--- config.mk ---
export PLATFORM = sky130hd
export DESIGN_NAME = acc_bank_flat
export DESIGN_NICKNAME = d
export VERILOG_FILES = /design/src/rtl/acc_bank_pkg.sv /design/src/rtl/acc_bank_if.sv /design/src/rtl/acc_cell.sv /design/src/rtl/acc_bank.sv /design/src/flat_wrapper.sv
export SDC_FILE = /design/constraint.sdc
export NUM_CORES = 1
export LEC_CHECK = 0
export CAP_MARGIN = 20
export CORE_MARGIN = 10
export CORE_UTILIZATION = 50
export CTS_CLUSTER_DIAMETER = 200
export DETAILED_ROUTE_END_ITERATION = 8
export GPL_TIMING_DRIVEN = 0
export PLACE_DENSITY = 0.73
export SLEW_MARGIN = 20
export SYNTH_ARGS = -nofsm -noshare
export SYNTH_HDL_FRONTEND = slang
export SYNTH_HIERARCHICAL = 1
export SYNTH_SLANG_ARGS = --single-unit
export TNS_END_PERCENT = 50
--- constraint.sdc ---
create_clock -name clk -period 12.5 [get_ports clk]
set_input_delay 2.5 -clock clk [delete_from_list [all_inputs] [get_ports clk]]
set_output_delay 2.5 -clock clk [all_outputs]
set_load 0.05 [all_outputs]
--- src/rtl/acc_bank_pkg.sv ---
// acc_bank_pkg: shared types, defaults and next-value calculation for acc_bank.
// Optional feature macro: ACC_BANK_SAT_EN (saturate at the limit instead of wrapping).
package acc_bank_pkg;

  localparam int unsigned DEF_WIDTH   = 16;
  localparam int unsigned DEF_NUM_ACC = 4;
  // Widest accumulator the shared step calculation supports.
  localparam int unsigned MAX_W       = 64;

  typedef enum logic [1:0] {
    SRC_HOLD = 2'd0,
    SRC_DATA = 2'd1,
    SRC_ALU  = 2'd2
  } src_e;

  typedef struct packed {
    logic [MAX_W-1:0] val;
    logic             wrap;
  } step_res_t;

  localparam logic [MAX_W:0] ONE_EXT = {{MAX_W{1'b0}}, 1'b1};

  // sum is the (w+1)-bit base+step, zero-extended; lim is the w-bit limit, zero-extended.
  function automatic step_res_t step_next(input logic [MAX_W:0]   sum,
                                          input logic [MAX_W-1:0] lim,
                                          input int unsigned      w);
    step_res_t      r;
    logic [MAX_W:0] ones;
    logic           carry;
    ones   = (ONE_EXT << w) - ONE_EXT;
    carry  = |(sum >> w);
    r.val  = '0;
    r.wrap = 1'b0;
    if (lim == '0) begin
      r.wrap = carry;
`ifdef ACC_BANK_SAT_EN
      r.val  = carry ? ones[MAX_W-1:0] : (sum[MAX_W-1:0] & ones[MAX_W-1:0]);
`else
      r.val  = sum[MAX_W-1:0] & ones[MAX_W-1:0];
`endif
    end else if (sum >= {1'b0, lim}) begin
      r.wrap = 1'b1;
`ifdef ACC_BANK_SAT_EN
      r.val  = lim - ONE_EXT[MAX_W-1:0];
`else
      r.val  = '0;
`endif
    end else begin
      r.val  = sum[MAX_W-1:0];
    end
    return r;
  endfunction

endpackage

--- src/rtl/acc_bank_if.sv ---
// acc_bank_if: control/data bus of the accumulator bank (clock and reset stay outside).
interface acc_bank_if
  import acc_bank_pkg::*;
#(
  parameter int unsigned WIDTH   = DEF_WIDTH,
  parameter int unsigned NUM_ACC = DEF_NUM_ACC,
  parameter int unsigned SEL_W   = $clog2(NUM_ACC)
);
  logic [SEL_W-1:0]         sel;
  logic [WIDTH-1:0]         dataIn;
  logic [WIDTH-1:0]         aluIn;
  logic                     write_en;
  logic                     alu_en;
  logic                     inc_en;
  logic [WIDTH-1:0]         step;
  logic                     lim_we;
  logic [SEL_W-1:0]         lim_sel;
  logic [SEL_W-1:0]         rd_sel;
  logic [WIDTH-1:0]         dataOut;
  logic [NUM_ACC*WIDTH-1:0] acc_flat;
  logic                     wrap;
  logic                     conflict;
  logic [NUM_ACC-1:0]       zero;

  modport master (
    output sel, dataIn, aluIn, write_en, alu_en, inc_en, step, lim_we, lim_sel, rd_sel,
    input  dataOut, acc_flat, wrap, conflict, zero
  );

  modport slave (
    input  sel, dataIn, aluIn, write_en, alu_en, inc_en, step, lim_we, lim_sel, rd_sel,
    output dataOut, acc_flat, wrap, conflict, zero
  );
endinterface

--- src/rtl/acc_cell.sv ---
// acc_cell: one accumulator channel with its wrap limit register.
module acc_cell
  import acc_bank_pkg::*;
#(
  parameter int unsigned WIDTH = DEF_WIDTH
) (
  input  logic             clk,
  input  logic             rst,
  input  logic             en,
  input  src_e             src,
  input  logic             inc,
  input  logic [WIDTH-1:0] data_in,
  input  logic [WIDTH-1:0] alu_in,
  input  logic [WIDTH-1:0] step,
  input  logic             lim_we,
  output logic [WIDTH-1:0] value,
  output logic             wrap_req
);

  logic [WIDTH-1:0] acc_q, acc_d;
  logic [WIDTH-1:0] lim_q, lim_d;
  logic [WIDTH-1:0] base;
  logic [WIDTH:0]   sum;
  logic [MAX_W:0]   sum_ext;
  logic [MAX_W-1:0] lim_ext;
  step_res_t        res;
  logic             unused_res_hi;

  // Pick the base value, add the stride and resolve the limit check.
  always_comb begin
    case (src)
      SRC_DATA: base = data_in;
      SRC_ALU:  base = alu_in;
      default:  base = acc_q;
    endcase
    sum              = {1'b0, base} + {1'b0, step};
    sum_ext          = '0;
    sum_ext[WIDTH:0] = sum;
    lim_ext          = '0;
    lim_ext[WIDTH-1:0] = lim_q;
    res              = step_next(sum_ext, lim_ext, WIDTH);

    acc_d    = acc_q;
    wrap_req = 1'b0;
    if (en) begin
      if (inc) begin
        acc_d    = res.val[WIDTH-1:0];
        wrap_req = res.wrap;
      end else begin
        acc_d    = base;
      end
    end
    lim_d = lim_we ? data_in : lim_q;
  end

  assign unused_res_hi = ^res.val[MAX_W-1:WIDTH];

  // Accumulator and limit registers.
  always_ff @(posedge clk or negedge rst) begin
    if (!rst) begin
      acc_q <= '0;
      lim_q <= '0;
    end else begin
      acc_q <= acc_d;
      lim_q <= lim_d;
    end
  end

  assign value = acc_q;

endmodule

--- src/rtl/acc_bank.sv ---
// acc_bank: bank of NUM_ACC accumulator/counter channels with per-channel wrap limits.
// Optional feature macro: ACC_BANK_SAT_EN (saturating limits, handled in acc_bank_pkg).
module acc_bank
  import acc_bank_pkg::*;
#(
  parameter int unsigned WIDTH   = DEF_WIDTH,
  parameter int unsigned NUM_ACC = DEF_NUM_ACC,
  parameter int unsigned SEL_W   = $clog2(NUM_ACC)
) (
  input  logic     clk,
  input  logic     rst,
  acc_bank_if.slave bus
);

  logic [NUM_ACC-1:0]       ch_en;
  logic [NUM_ACC-1:0]       ch_lim_we;
  logic [NUM_ACC-1:0]       wrap_req;
  logic [WIDTH-1:0]         acc_val [NUM_ACC];
  src_e                     src;
  logic                     load_clash;
  logic                     wrap_q, wrap_d;
  logic                     conflict_q, conflict_d;
  logic [WIDTH-1:0]         rd_mux;
  logic [NUM_ACC*WIDTH-1:0] flat;
  logic [NUM_ACC-1:0]       zero_v;

  // Decode the source and the one-hot channel / limit write enables.
  always_comb begin
    load_clash = bus.write_en & bus.alu_en;
    src        = SRC_HOLD;
    if (bus.write_en && !bus.alu_en) begin
      src = SRC_DATA;
    end else if (bus.alu_en && !bus.write_en) begin
      src = SRC_ALU;
    end
    ch_en     = '0;
    ch_lim_we = '0;
    for (int unsigned i = 0; i < NUM_ACC; i++) begin
      if (bus.sel == SEL_W'(i) && !load_clash) ch_en[i] = 1'b1;
      if (bus.lim_we && bus.lim_sel == SEL_W'(i)) ch_lim_we[i] = 1'b1;
    end
  end

  for (genvar g = 0; g < NUM_ACC; g++) begin : g_cell
    acc_cell #(.WIDTH(WIDTH)) u_cell (
      .clk      (clk),
      .rst      (rst),
      .en       (ch_en[g]),
      .src      (src),
      .inc      (bus.inc_en),
      .data_in  (bus.dataIn),
      .alu_in   (bus.aluIn),
      .step     (bus.step),
      .lim_we   (ch_lim_we[g]),
      .value    (acc_val[g]),
      .wrap_req (wrap_req[g])
    );
  end

  // Read mux, flattened view and zero flags, straight from the registers.
  always_comb begin
    rd_mux = '0;
    flat   = '0;
    zero_v = '0;
    for (int unsigned i = 0; i < NUM_ACC; i++) begin
      flat[i*WIDTH +: WIDTH] = acc_val[i];
      zero_v[i]              = (acc_val[i] == '0);
      if (bus.rd_sel == SEL_W'(i)) rd_mux = acc_val[i];
    end
  end

  // Next values of the event pulses.
  always_comb begin
    wrap_d     = |wrap_req;
    conflict_d = load_clash;
  end

  // Event pulse registers.
  always_ff @(posedge clk or negedge rst) begin
    if (!rst) begin
      wrap_q     <= 1'b0;
      conflict_q <= 1'b0;
    end else begin
      wrap_q     <= wrap_d;
      conflict_q <= conflict_d;
    end
  end

  assign bus.dataOut  = rd_mux;
  assign bus.acc_flat = flat;
  assign bus.zero     = zero_v;
  assign bus.wrap     = wrap_q;
  assign bus.conflict = conflict_q;

endmodule

--- src/flat_wrapper.sv ---
// flat-port wrapper written by rule: the top's interface ports become plain ports
module acc_bank_flat import acc_bank_pkg::*;
#(
  parameter int unsigned WIDTH   = DEF_WIDTH,
  parameter int unsigned NUM_ACC = DEF_NUM_ACC,
  parameter int unsigned SEL_W   = $clog2(NUM_ACC)
)
  (clk, rst, bus_sel, bus_dataIn, bus_aluIn, bus_write_en, bus_alu_en, bus_inc_en, bus_step, bus_lim_we, bus_lim_sel, bus_rd_sel, bus_dataOut, bus_acc_flat, bus_wrap, bus_conflict, bus_zero);
  acc_bank_if #(.WIDTH(WIDTH), .NUM_ACC(NUM_ACC), .SEL_W(SEL_W)) bus_i ();
  input  logic clk;
  input  logic rst;
  input wire logic [$bits(bus_i.sel)-1:0] bus_sel;
  input wire logic [$bits(bus_i.dataIn)-1:0] bus_dataIn;
  input wire logic [$bits(bus_i.aluIn)-1:0] bus_aluIn;
  input wire logic [$bits(bus_i.write_en)-1:0] bus_write_en;
  input wire logic [$bits(bus_i.alu_en)-1:0] bus_alu_en;
  input wire logic [$bits(bus_i.inc_en)-1:0] bus_inc_en;
  input wire logic [$bits(bus_i.step)-1:0] bus_step;
  input wire logic [$bits(bus_i.lim_we)-1:0] bus_lim_we;
  input wire logic [$bits(bus_i.lim_sel)-1:0] bus_lim_sel;
  input wire logic [$bits(bus_i.rd_sel)-1:0] bus_rd_sel;
  output wire logic [$bits(bus_i.dataOut)-1:0] bus_dataOut;
  output wire logic [$bits(bus_i.acc_flat)-1:0] bus_acc_flat;
  output wire logic [$bits(bus_i.wrap)-1:0] bus_wrap;
  output wire logic [$bits(bus_i.conflict)-1:0] bus_conflict;
  output wire logic [$bits(bus_i.zero)-1:0] bus_zero;
  assign bus_i.sel = bus_sel;
  assign bus_i.dataIn = bus_dataIn;
  assign bus_i.aluIn = bus_aluIn;
  assign bus_i.write_en = bus_write_en;
  assign bus_i.alu_en = bus_alu_en;
  assign bus_i.inc_en = bus_inc_en;
  assign bus_i.step = bus_step;
  assign bus_i.lim_we = bus_lim_we;
  assign bus_i.lim_sel = bus_lim_sel;
  assign bus_i.rd_sel = bus_rd_sel;
  assign bus_dataOut = bus_i.dataOut;
  assign bus_acc_flat = bus_i.acc_flat;
  assign bus_wrap = bus_i.wrap;
  assign bus_conflict = bus_i.conflict;
  assign bus_zero = bus_i.zero;
  acc_bank #(.WIDTH(WIDTH), .NUM_ACC(NUM_ACC), .SEL_W(SEL_W)) u_core (.clk(clk), .rst(rst), .bus(bus_i));
endmodule
* Word level (Yosys, flattened, before mapping)
Index checks and enable logic that the tools add are counted. W data, S select, Z words.
Storage, ports and cells: flip-flop bits (word level) 130, input port bits 60, output and inout bits 86, logic and storage cells 97
Operators by class: $add $sub $neg 4, magnitude comparators 4, equality and inequality tests 11, multiplexer cells 42, bitwise operators 1, reduce and logical (&&, ||, !) cells 25
Operators with widths (number):
- $mux W16 | 12
- $logic_not A16 Y1 | 8
- $pmux W16 S2 | 4
- $add A16 B16 Y17 | 4
- $ge A17 B16 Y1 | 4
- $mux W17 | 4
- $mux W1 | 20
- $eq A2 B2 Y1 const B | 7
- $logic_and A1 B1 Y1 | 10
- $eq A2 B1 Y1 const B | 4
- $logic_not A2 Y1 | 3
- $mux W2 | 2
- $reduce_or A4 Y1 | 1
- $logic_not A1 Y1 | 3
- $and A1 B1 Y1 | 1

* Depth between registers and ports, before layout
word-level depth 13, gate-level depth with buffers 25, depth with buffers taken out 23

* By module
Netlist, hierarchy kept.
Modules (own cells, without submodules):
- acc_cell at u_core.g_cell[2].u_cell ... | times used 2, cells an instance 368, area each 2900.3 µm², sequential area each 800.8 µm²
- acc_cell at u_core.g_cell[0].u_cell | times used 1, cells an instance 373, area each 2920.3 µm², sequential area each 800.8 µm²
- acc_cell at u_core.g_cell[1].u_cell | times used 1, cells an instance 335, area each 2805.2 µm², sequential area each 800.8 µm²
- acc_bank | times used 1, cells an instance 56, area each 698.2 µm², sequential area each 50.0 µm²

* Worst setup path before layout
OpenSTA, ideal clock, no wires.
path type input to register, start in bus_write_en, end reg u_core.wrap_q (netlist: u_core/bus.wrap), setup time 0.138 ns, arrival 7.590 ns, data required time 12.362 ns, setup slack 4.771 ns, cell stages on the path 25, path buffers 3, cell sequence nor2b_1 inv_1 ha_1 clkbuf_1 clkbuf_1 a22oi_1 nor2_1 a21oi_1 inv_1 ha_1 a21oi_1 o211ai_1 a2111oi_0 o31ai_1 a21oi_1 xnor2_1 ha_1 nor3_1 or4_1 a31o_2 nand3_1 o41ai_4 buf_6 a21boi_0 or4_1
On the way: cells in the longest elaborated chain, start to end 13, elaborated cells between the ends (all ways) 46, those cells by class 4 x add/sub; 4 x order compare; 2 x eq/ne; 26 x mux; 1 x bitwise; 9 x reduce/logical
RTL lines:
- from (decl) | RTL line flat_wrapper.sv:15 | input wire logic [$bits(bus_i.write_en)-1:0] bus_write_en;
- $logic_not A1 Y1 | RTL line acc_bank.sv:33 | end else if (bus.alu_en && !bus.write_en) begin
- $logic_and A1 B1 Y1 | RTL line acc_bank.sv:33
- $mux W2 | RTL line acc_bank.sv:33
- $mux W2 | RTL line acc_bank.sv:31 | if (bus.write_en && !bus.alu_en) begin
- $eq A2 B2 Y1 or $eq A2 B1 Y1 (tied branches) | RTL line acc_cell.sv:31 | case (src)
- $pmux W16 S2 | RTL line acc_cell.sv:31
- $add A16 B16 Y17 | RTL line acc_cell.sv:36 | sum = {1'b0, base} + {1'b0, step};
- $ge A17 B16 Y1 | RTL line acc_bank_pkg.sv:41 | end else if (sum >= {1'b0, lim}) begin
- $mux W1 | RTL line acc_bank_pkg.sv:41
- $mux W17 | RTL line acc_bank_pkg.sv:34 | if (lim == '0) begin
- $mux W1 | RTL line acc_cell.sv:46 | if (inc) begin
- $mux W1 * | RTL line acc_cell.sv:45 | if (en) begin
- named net u_core.wrap_req[0] | RTL line acc_bank.sv:17 | logic [NUM_ACC-1:0] wrap_req;
- $reduce_or A4 Y1 * | RTL line acc_bank.sv:74 | wrap_d = |wrap_req;
- named net u_core.wrap_d | RTL line acc_bank.sv:21 | logic wrap_q, wrap_d;
- to (signal assigned) | RTL line acc_bank.sv:84 | wrap_q <= wrap_d;
- to (decl) | RTL line acc_bank.sv:21
Mark *: on every way through the listed nets, which the timed path passes. The rest lies on a longest branch. A chain may end at the register's enable or synchronous reset.

* Worst setup path in the final report
start in bus_write_en, end reg u_core.wrap_q (netlist: u_core/bus.wrap)
On the way: elaborated cells between the ends (all ways) 46, those cells by class 4 x add/sub; 4 x order compare; 2 x eq/ne; 26 x mux; 1 x bitwise; 9 x reduce/logical
RTL lines:
- $logic_and A1 B1 Y1 * | RTL line acc_bank.sv:31
- $mux W2 * | RTL line acc_bank.sv:31
- named net u_core.src[0] | RTL line acc_bank.sv:19 | src_e src;
- $eq A2 B2 Y1 or $eq A2 B1 Y1 (tied branches) | RTL line acc_cell.sv:31
- $pmux W16 S2 * | RTL line acc_cell.sv:31
- $add A16 B16 Y17 * | RTL line acc_cell.sv:36
- $ge A17 B16 Y1 | RTL line acc_bank_pkg.sv:41
- $mux W1 | RTL line acc_bank_pkg.sv:41
- $mux W17 * | RTL line acc_bank_pkg.sv:34
- $mux W1 * | RTL line acc_cell.sv:46
- $mux W1 * | RTL line acc_cell.sv:45
- named net u_core.wrap_req[0] | RTL line acc_bank.sv:17
- $reduce_or A4 Y1 * | RTL line acc_bank.sv:74
- named net u_core.wrap_d | RTL line acc_bank.sv:21
Marks and branches as above.

==> metrics.md <==
| Metric | Value |
|---|---|
| Place WS | 2840 ps |
| # nets final | 1867 |
| Total clock sinks | 130 |
| Fmax | 0.105 GHz |
| Outcome | finished, final reports clean |
| GR Util All Layers | 0.320 |
| CP Launch Type | primary input |
| Worst path required time | 12790 ps |
| Root Buffer | clkbuf_16 |
| Reg2reg start | u_core/g_cell[0].u_cell/value[1]$_DFFE_PN0P_ |
| Area delta synth->final | 20.3% |
| TritonCTS clock tree | built |
| Top-count cell post-synth | nand2_1 |
| Mean post-synth cell area | 8.15 um2 |
| Post-synth top cells | 195 x nand2_1, 151 x o21ai_0, 140 x ha_1 |
| Tcrit/Tclk final | 0.760 |
| Antenna-violating nets left | 0 |
| Synth Instances | 1500 |
| CP arrival | 9800 ps |
| I/O pin count | 146 |
| Slew Viols, Final | 0 |
| Total CTS buffers | 17 |
| Post-DP Area | 14100 um2 |
| Worst Hold Class | reg2reg |
| Worst vdd ir | 0.000116 V |
| Critical-path maximum fanout | 10 |
| Final TNS setup | 0 ps |
| Synth unique cells | 75 |
| Sequential share of the synthesized area | 0.266 |
| Max-Cap Viols | 0 |
| Die X | 176 um |
| Synth warn | 6 |
| Post-route cell area | 14700 um2 |
| CORE AREA | 24200 um2 |
| PnR worst setup slack | 2990 ps |
| Resized Gates After CTS | 0 |
| Placed instance count | 1968 |
| Mapped Area | 12200 um2 |
| Drt via density | 6.56 |
| Die Ht | 176 um |
| Critical Path Start | bus_write_en |
| Final hold violations | 0 |
| Skew final | 8.13 ps |
| Starting density of the core | 0.506 |
| Clk Latency, worst-skew pair | 440 ps |
| DPL Wire Length | 37900 um |
| Reg clk slew, reported paths | 60 ps |
| CTS hold repair buffers | 0 |
| Vias in the first global route | 12.2k |
| Initial antenna violation count | 1 |
| Worst slew pin tran | 1200 ps |
| Hold Startpoint | u_core/g_cell[1].u_cell/lim_q[0]$_DFFE_PN0P_ |
| LEAKAGE | 0.00620 uW |
| Wirelength, routed | 51400 um |
| Fin crit period | 9510 ps |
| Port bufs | 143 |
| Final setup violation count | 0 |
| Finished Core Util | 0.608 |
| Total vias in the final route | 13.1k |
| Detailed Route Iter0 Violations | 2393 |
| WL per Instance | 25.7 um |
| Slew headroom | 0.201 |
| Global-route wire length before repair | 74700 um |
| H-tree depth | 4 |
| Asr flop ratio synth | 1.00 |
| Synth top area share | 0.266 |
| Worst setup path class | in2reg |
| Cell taking the most area after synthesis | dfrtp_1 |
| GR Overflow Total | 0 |
| Post-Layout Cell Count | 1998 |
| Yosys reg bits | 130 |
| Synth area leaders | dfrtp_1 27%, ha_1 14%, o21ai_0 6.2% |
| Inserted Diodes | 0 |
| CP endpoint kind | flop |
| Layout cells sized above 1 | 0.0663 |
| Mapped Nets | 1704 |
| Primary FF master, synth | dfrtp_1 |
| Number of synthesized flops with an enable pin | 0 |
| PwrDens | 224 nW/um2 |
| Placer Congestion | 1.03 |
| # rows | 57 |
| # DRC | 0 |
| Die Footprint | 31100 um2 |
| Clk buf depth | 2 |
| Post-CTS setup buffer count | 0 |
| Initial DRT Pass Iterations | 7 |
| Largest net degree at the start of global routing | 86 |
| RSZ-0062 raised after global routing | false |
per-layer routing:
layer	vias up	global-route usage	wire, um
met4	0	0.164	3080
li1	5837	-	-
met3	192	0.0980	6580
met1	6126	0.409	20100
met2	959	0.478	21600
met5	-	0	0
cells in the final DEF (no fill, tap or decap), types with 5 or more instances in the layout:
| cell type | n |
|---|---|
| o2111ai_1 | 6 |
| dfrtp_1 | 130 |
| buf_2 | 6 |
| nand2_1 | 195 |
| and4_1 | 10 |
| clkdlybuf4s50_1 | 142 |
| a22oi_2 | 8 |
| o21bai_1 | 12 |
| a21oi_2 | 13 |
| nor2_1 | 104 |
| ha_1 | 140 |
| xnor2_1 | 28 |
| and2_1 | 15 |
| nor3_1 | 27 |
| nor4_1 | 32 |
| o21ai_1 | 21 |
| nand2b_1 | 5 |
| buf_6 | 5 |
| o21ai_0 | 151 |
| mux4_2 | 10 |
| a211oi_1 | 8 |
| a21oi_1 | 81 |
| xor2_1 | 18 |
| clkbuf_16 | 17 |
| clkbuf_1 | 58 |
| a221oi_1 | 6 |
| nor2b_1 | 8 |
| o211ai_1 | 11 |
| a22oi_1 | 68 |
| o21a_1 | 7 |
| a31oi_1 | 47 |
| inv_1 | 116 |
| nand4_1 | 13 |
| mux4_1 | 6 |
| a21o_1 | 12 |
| nand3_1 | 23 |
critical path: stages:
cell	delay, ps
clkdlybuf4s50_1	580
nor2b_1	620
inv_1	110
ha_1	220
clkbuf_1	170
clkbuf_1	260
a22oi_1	260
nor2_1	70
a21oi_1	300
inv_1	90
ha_1	270
a21oi_1	300
o211ai_1	220
a2111oi_0	690
o31ai_1	190
a21oi_1	210
xnor2_1	180
ha_1	300
nor3_1	300
or4_1	180
a31o_2	100
nand3_1	110
o41ai_4	680
buf_6	240
a21boi_0	100
or4_1	530
final timing paths:
kind | slack (ps) | endpoint | depth (start not counted)
setup / recovery | 2990 | u_core/bus.wrap$_DFF_PN0_ | 26
hold / removal | 560 | u_core/g_cell[1].u_cell/lim_q[0]$_DFFE_PN0P_ | 1
setup reg to reg | 6740 | u_core/bus.wrap$_DFF_PN0_ | 18
hold reg to reg | 560 | u_core/g_cell[1].u_cell/lim_q[0]$_DFFE_PN0P_ | 1
max in group asynchronous | 9760 | u_core/g_cell[1].u_cell/lim_q[15]$_DFFE_PN0P_ | 2
min in group asynchronous | 1960 | u_core/g_cell[3].u_cell/lim_q[11]$_DFFE_PN0P_ | 1
report_power, final:
group          switching, uW  total (uW)  internal (uW)
sequential               197         724            527
combinational           1270        2030            754
clock                    217         541            324
total                   1690        3290           1610
registers in the layout, indices dropped and copies added (netlist names):
| signal | count |
|---|---|
| u_core/g_cell.u_cell/value | 64 |
| u_core/bus.wrap | 1 |
| u_core/g_cell.u_cell/lim_q | 64 |
| u_core/bus.conflict | 1 |
logic make-up after synthesis:
logic type | count (synthesis) | share of synthesized area
buffers and inverters | 192 | 0.0658
and+or+nand+nor | 464 | 0.178
muxes | 22 | 0.0366
xor gates and xnor gates | 46 | 0.0330
DFF | 130 | 0.266
adders and majority gates | 144 | 0.150
AOI/OAI and AO/OA | 502 | 0.271
area by class of cell:
type,instances,area (um2)
buffer,73,358
clock buffer,19,453
clock inverter,11,155
fill,2135,9480
inverter,119,447
multi-input combinational,1178,8170
sequential,130,3250
tap,324,405
timing repair buffer,144,1460
through the flow:
stage,hold WS (ps),power (uW)
floorplan,511,2040
global placement,541,2640
detailed placement,544,2680
CTS,558,3230
global route,576,3470
finish,562,3290
Note: power is estimated with default switching activity, not from simulation.
